`src/rtl/acsp_meta_responder.sv`:
```
// ACSP device-side reply generator.
// Accepts decoded opcodes from the command decoder and streams the reply
// bytes (ID query or tagged metadata) to uart_tx over a valid/ready byte
// handshake. A 0x00 opcode received mid-reply stops the reply once the byte
// currently on the bus has been accepted.
module acsp_meta_responder #(
  parameter int                    NAME_LEN         = 4,
  parameter logic [8*NAME_LEN-1:0] DEVICE_NAME      = "ACSP",
  parameter int                    FW_LEN           = 4,
  parameter logic [8*FW_LEN-1:0]   FW_VERSION       = "v1.0",
  parameter logic [31:0]           NUM_PROBES       = 32'd8,
  parameter logic [31:0]           SAMPLE_MEM_BYTES = 32'd4096,
  parameter logic [31:0]           MAX_SAMPLE_RATE  = 32'd100000000,
  parameter logic [31:0]           PROTOCOL_VER     = 32'd2
) (
  input  logic       system_clock,
  input  logic       ext_reset_n,
  input  logic       cmd_valid,
  input  logic [7:0] cmd_opcode,
  output logic [7:0] tx_data,
  output logic       tx_valid,
  input  logic       tx_ready,
  output logic       busy,
  output logic       done
);

  localparam logic [7:0] OP_ABORT = 8'h00;
  localparam logic [7:0] OP_META  = 8'h02;
  localparam logic [7:0] OP_ID    = 8'h04;

  localparam int ID_LEN   = 4;
  localparam int META_LEN = NAME_LEN + FW_LEN + 25;
  localparam int IDX_W    = $clog2(META_LEN);

  // Both replies are fixed at elaboration time, so they live in constant
  // vectors with the first byte sent in the most significant position.
  localparam logic [8*ID_LEN-1:0] ID_STREAM = 32'h3141_4C53;

  localparam logic [8*META_LEN-1:0] META_STREAM = {
    8'h01, DEVICE_NAME, 8'h00,
    8'h02, FW_VERSION,  8'h00,
    8'h20, NUM_PROBES,
    8'h21, SAMPLE_MEM_BYTES,
    8'h23, MAX_SAMPLE_RATE,
    8'h24, PROTOCOL_VER,
    8'h00
  };

  typedef enum logic [1:0] {
    IDLE,
    SEND_ID,
    SEND_META,
    FINISH
  } state_e;

  state_e           state_q;
  logic [7:0]       tx_data_q;
  logic             tx_valid_q;
  logic             busy_q;
  logic             done_q;
  logic             abort_q;
  logic [IDX_W-1:0] index_q;

  logic [IDX_W-1:0] index_d;
  logic [7:0]       next_byte_d;
  logic             last_byte_d;
  logic             abort_req_d;
  logic             stop_d;

  // Byte at position i of the ID reply.
  function automatic logic [7:0] id_byte(input logic [IDX_W-1:0] i);
    logic [8*ID_LEN-1:0] shifted;
    shifted = ID_STREAM << {i, 3'b000};
    return shifted[8*ID_LEN-1 -: 8];
  endfunction

  // Byte at position i of the metadata reply.
  function automatic logic [7:0] meta_byte(input logic [IDX_W-1:0] i);
    logic [8*META_LEN-1:0] shifted;
    shifted = META_STREAM << {i, 3'b000};
    return shifted[8*META_LEN-1 -: 8];
  endfunction

  // Next byte to present, end-of-reply detection and abort decoding.
  always_comb begin
    // NOTE: every signal gets a default first so no path can leave it
    // unassigned and infer a latch.
    index_d     = index_q + 1'b1;
    next_byte_d = 8'h00;
    last_byte_d = 1'b0;
    abort_req_d = cmd_valid && (cmd_opcode == OP_ABORT) && busy_q;
    stop_d      = abort_q || abort_req_d;
    case (state_q)
      SEND_ID: begin
        next_byte_d = id_byte(index_d);
        last_byte_d = (index_q == IDX_W'(ID_LEN - 1));
      end
      SEND_META: begin
        next_byte_d = meta_byte(index_d);
        last_byte_d = (index_q == IDX_W'(META_LEN - 1));
      end
      default: ;
    endcase
  end

  // Reply FSM with registered handshake and status outputs.
  always_ff @(posedge system_clock or negedge ext_reset_n) begin
    if (!ext_reset_n) begin
      state_q    <= IDLE;
      tx_data_q  <= 8'h00;
      tx_valid_q <= 1'b0;
      busy_q     <= 1'b0;
      done_q     <= 1'b0;
      abort_q    <= 1'b0;
      index_q    <= '0;
    end else begin
      // NOTE: non-blocking assignments here so every register samples the
      // pre-edge values regardless of statement order.
      done_q <= 1'b0;
      case (state_q)
        IDLE: begin
          index_q <= '0;
          abort_q <= 1'b0;
          if (cmd_valid && (cmd_opcode == OP_ID)) begin
            state_q    <= SEND_ID;
            tx_data_q  <= id_byte('0);
            tx_valid_q <= 1'b1;
            busy_q     <= 1'b1;
          end else if (cmd_valid && (cmd_opcode == OP_META)) begin
            state_q    <= SEND_META;
            tx_data_q  <= meta_byte('0);
            tx_valid_q <= 1'b1;
            busy_q     <= 1'b1;
          end
        end

        SEND_ID, SEND_META: begin
          if (abort_req_d) begin
            abort_q <= 1'b1;
          end
          // The presented byte is never withdrawn; an abort only takes
          // effect once this byte has been accepted.
          if (tx_valid_q && tx_ready) begin
            if (last_byte_d || stop_d) begin
              tx_valid_q <= 1'b0;
              done_q     <= 1'b1;
              state_q    <= FINISH;
            end else begin
              index_q   <= index_d;
              tx_data_q <= next_byte_d;
            end
          end
        end

        FINISH: begin
          state_q <= IDLE;
          busy_q  <= 1'b0;
          abort_q <= 1'b0;
          index_q <= '0;
        end

        default: begin
          state_q    <= IDLE;
          tx_valid_q <= 1'b0;
          busy_q     <= 1'b0;
        end
      endcase
    end
  end

  assign tx_data  = tx_data_q;
  assign tx_valid = tx_valid_q;
  assign busy     = busy_q;
  assign done     = done_q;

endmodule

```
`config.mk`:
```
export PLATFORM = sky130hd
export DESIGN_NAME = acsp_meta_responder
export DESIGN_NICKNAME = d
export VERILOG_FILES = /design/src/rtl/acsp_meta_responder.sv
export SDC_FILE = /design/constraint.sdc
export NUM_CORES = 1
export LEC_CHECK = 0
export ABC_AREA = 1
export CORE_ASPECT_RATIO = 1.25
export CORE_MARGIN = 3
export CORE_UTILIZATION = 50
export DETAILED_ROUTE_END_ITERATION = 7
export PLACE_DENSITY = 0.74
export SLEW_MARGIN = 20
export SYNTH_ARGS = -nofsm -noshare
export SYNTH_HDL_FRONTEND = slang
export SYNTH_SLANG_ARGS = --single-unit
```
`constraint.sdc`:
```
create_clock -name system_clock -period 2.1 [get_ports system_clock]
set_input_delay 0.42 -clock system_clock [delete_from_list [all_inputs] [get_ports system_clock]]
set_output_delay 0.42 -clock system_clock [all_outputs]
set_load 0.1 [all_outputs]
```
==> out/qor.txt <==
# diodes: 0
unrepaired setup endpoints after global routing: no
total clock buffers created by CTS: 3
final setup TNS: 0 ns
Layout area overhead: 20.36%
initial antenna violation count: 0
final setup violation count: 0
io pins: 23
Initial DRC Count: 47
Peak Freq: 541.2 MHz
initial core utilization: 53.67%
DRC violations left: 0
Cell Area, Synth: 1610 sq um
Overflow after GRT: 0
Clk pwr share: 12.3%
critical path class: flip-flop to flip-flop
Clk pin slew, worst setup/hold paths: 0.13 ns
routed len/inst: 12.20 microns
overall routing resource usage: 19.87%
Post-synth top cells: 75 x nand2_1, 23 x nor2_1, 20 x dfrtp_1, 20 x inv_1, 17 x nand3_1
CTS Root Buffer Type: clkbuf_4
CTS tree: built
RR Endpoint: tx_data[5]
vias per cell: 5.217
num rows: 22
Yosys top cell by area: dfrtp_1
Synth Flop Type: dfrtp_1
design area: 1938 sq um
CTS Sinks: 20
period utilization: 87.98%
Comb power frac: 65.9%
Die Area: 3942 sq um
status: complete, no violations
syn avg cell area: 6.941 sq um
DP HPWL: 2949 microns
die width: 56.76 microns
Sw Ratio: 54.89%
via count: 1560
most frequent cell after synthesis: nand2_1
minimum clock period: 1.848 ns
H-tree Lvls: 1
Psw: 1.415 mW
Port Buf Inserts: 22
vias in the first global route: 1546
layout cells sized above 1: 19.39%
CP endpoint kind: flip-flop
antenna viol nets, final: 0
Final Hold Fails: 0
Slew HR: 78.78%
post-synth net total: 253
Post-synth EDFFs: 0
Worst-Skew Late Latency: 0.31 ns
largest net degree at the start of global routing: 21
Hold Path Class: input pin to async pin
layout net count: 285
synth warn: 0
Peak supply drop: 1.049 mV
Internal: 1.163 mW
clk buf depth: 2
Synth area leaders: dfrtp_1 31%, nand2_1 17%, ha_1 7.0%
worst endpoint required time: 2.34 ns
GP Congestion: 0.9464
Pre-antenna DRT Iters: 4
max_cap viols: 0
Routed WL: 3647 microns
CP Launch Type: flip-flop
Core ar.: 3000 sq um
DIE HEIGHT: 69.45 microns
Netlist cell types: 29
#FFs+latches synth: 20
Worst-Margin Slew: 0.3183 ns
Post-CTS Hold Fix Bufs: 0
Placement Cell Area: 1878 sq um
pwr/cell area: 1330 nW/um^2
Final Max Slew Viols: 0
share of synthesized flip-flops with an asynchronous set or reset: 100.0%
reg2reg setup slack: 0.25 ns
Worst Path Max Fanout: 6
R2R depth: 12
post-CTS sizing: 0
Synth top area share: 31.08%
leakage power of the design: 1.023 nW
Syn Inst Count: 232
Clock Skew: 0.01575 ns
Post-CTS Setup Inserts: 0
sequential share of the synthesized area: 31.08%
Reg power frac: 21.8%
R2R Path Start: index_q[0]
global-route wire length before repair: 6561 microns
Crit path arrival time: 2.09 ns
[worst max-delay path: stages (launching register included)]
cell,delay [ns]
dfrtp_1,0.48
ha_1,0.31
nand2_4,0.10
inv_2,0.06
nand3_1,0.08
nand2_2,0.09
inv_2,0.13
nand2_4,0.09
nor2_8,0.14
nand3_1,0.08
nand2_1,0.08
nand2_1,0.05
a21oi_1,0.12
[state kept, by name, summed over array words and instances (netlist names)]
register,cells
tx_valid,1
abort_q,1
done,1
busy,1
index_q,6
state_q,2
tx_data,8
[cells by family after synthesis]
| family | share of synthesized area [%] |
|---|---|
| adders and majority gates | 6.993 |
| buffers and inverters | 8.625 |
| AOI/OAI and AO/OA | 12.20 |
| and+or+nand+nor | 41.10 |
| DFF | 31.08 |
[layout make-up]
cell class | instances | area, sq um
Inverter | 27 | 108.9
Fill cell | 281 | 1062
Multi-Input combinational cell | 182 | 978.4
Timing Repair Buffer | 30 | 252.7
Clock inverter | 1 | 30.03
Sequential cell | 20 | 500.5
Clock buffer | 3 | 22.52
Tap cell | 36 | 45.04
[power groups by stage]
| stage | Clock, mW | Combinational, mW | Sequential [mW] |
|---|---|---|---|
| 2_1_floorplan | 0 | 0.894 | 0.975 |
| 3_3_place_gp | 0 | 1.69 | 0.570 |
| 3_5_place_dp | 0 | 1.69 | 0.571 |
| 4_1_cts | 0.325 | 1.70 | 0.563 |
| 5_1_grt | 0.333 | 1.88 | 0.576 |
| 6_report | 0.317 | 1.70 | 0.562 |
[cell usage in the layout, fill, tap and decap left out, types with 2 or more instances in the layout]
master	instances
nand2_1	75
nor2_1	22
inv_1	20
dfrtp_1	20
buf_4	19
nand3_1	17
o21ai_0	14
clkdlybuf4s50_1	11
a21oi_1	10
ha_1	9
nand3_2	5
inv_2	5
nand2_2	5
a22o_1	5
nor2_2	3
nand2_4	3
clkbuf_4	3
o21ai_1	2
nand4_1	2
nor2_4	2
[worst max-delay path by stage]
stage | startpoint | to | slack [ns] | cells after the start
global route | index_q[0] | tx_data[2] | 0.001 | 11
global placement | cmd_opcode[5] | tx_data[1] | 0.06 | 13
floorplan | tx_valid | tx_data[0] | 0.24 | 9
detailed placement | cmd_opcode[5] | tx_data[7] | -0.02 | 13
finish | index_q[0] | tx_data[5] | 0.25 | 12
CTS | index_q[0] | tx_data[4] | 0.20 | 11
[per-layer routing]
layer	track usage, %	wire length, microns
met5	0	0
met4	5.928	60
met3	2.421	176
met2	35.09	1714
met1	24.91	1696
[metrics by stage]
stage          hold WS [ns]  power [mW]  instances  utilization, %  setup slack, ns
2_1_floorplan        0.1244       1.869        232               -           0.2401
3_3_place_gp         0.4577       2.259        295           62.59          0.05907
3_5_place_dp         0.4629       2.265        295           62.59         -0.01517
4_1_cts              0.4363       2.587        299           64.35           0.2015
5_1_grt              0.4650       2.789        299           64.60         0.001343
6_report             0.4335       2.577        299           64.60           0.2524
No activity file was read; power rests on OpenSTA's default activity.
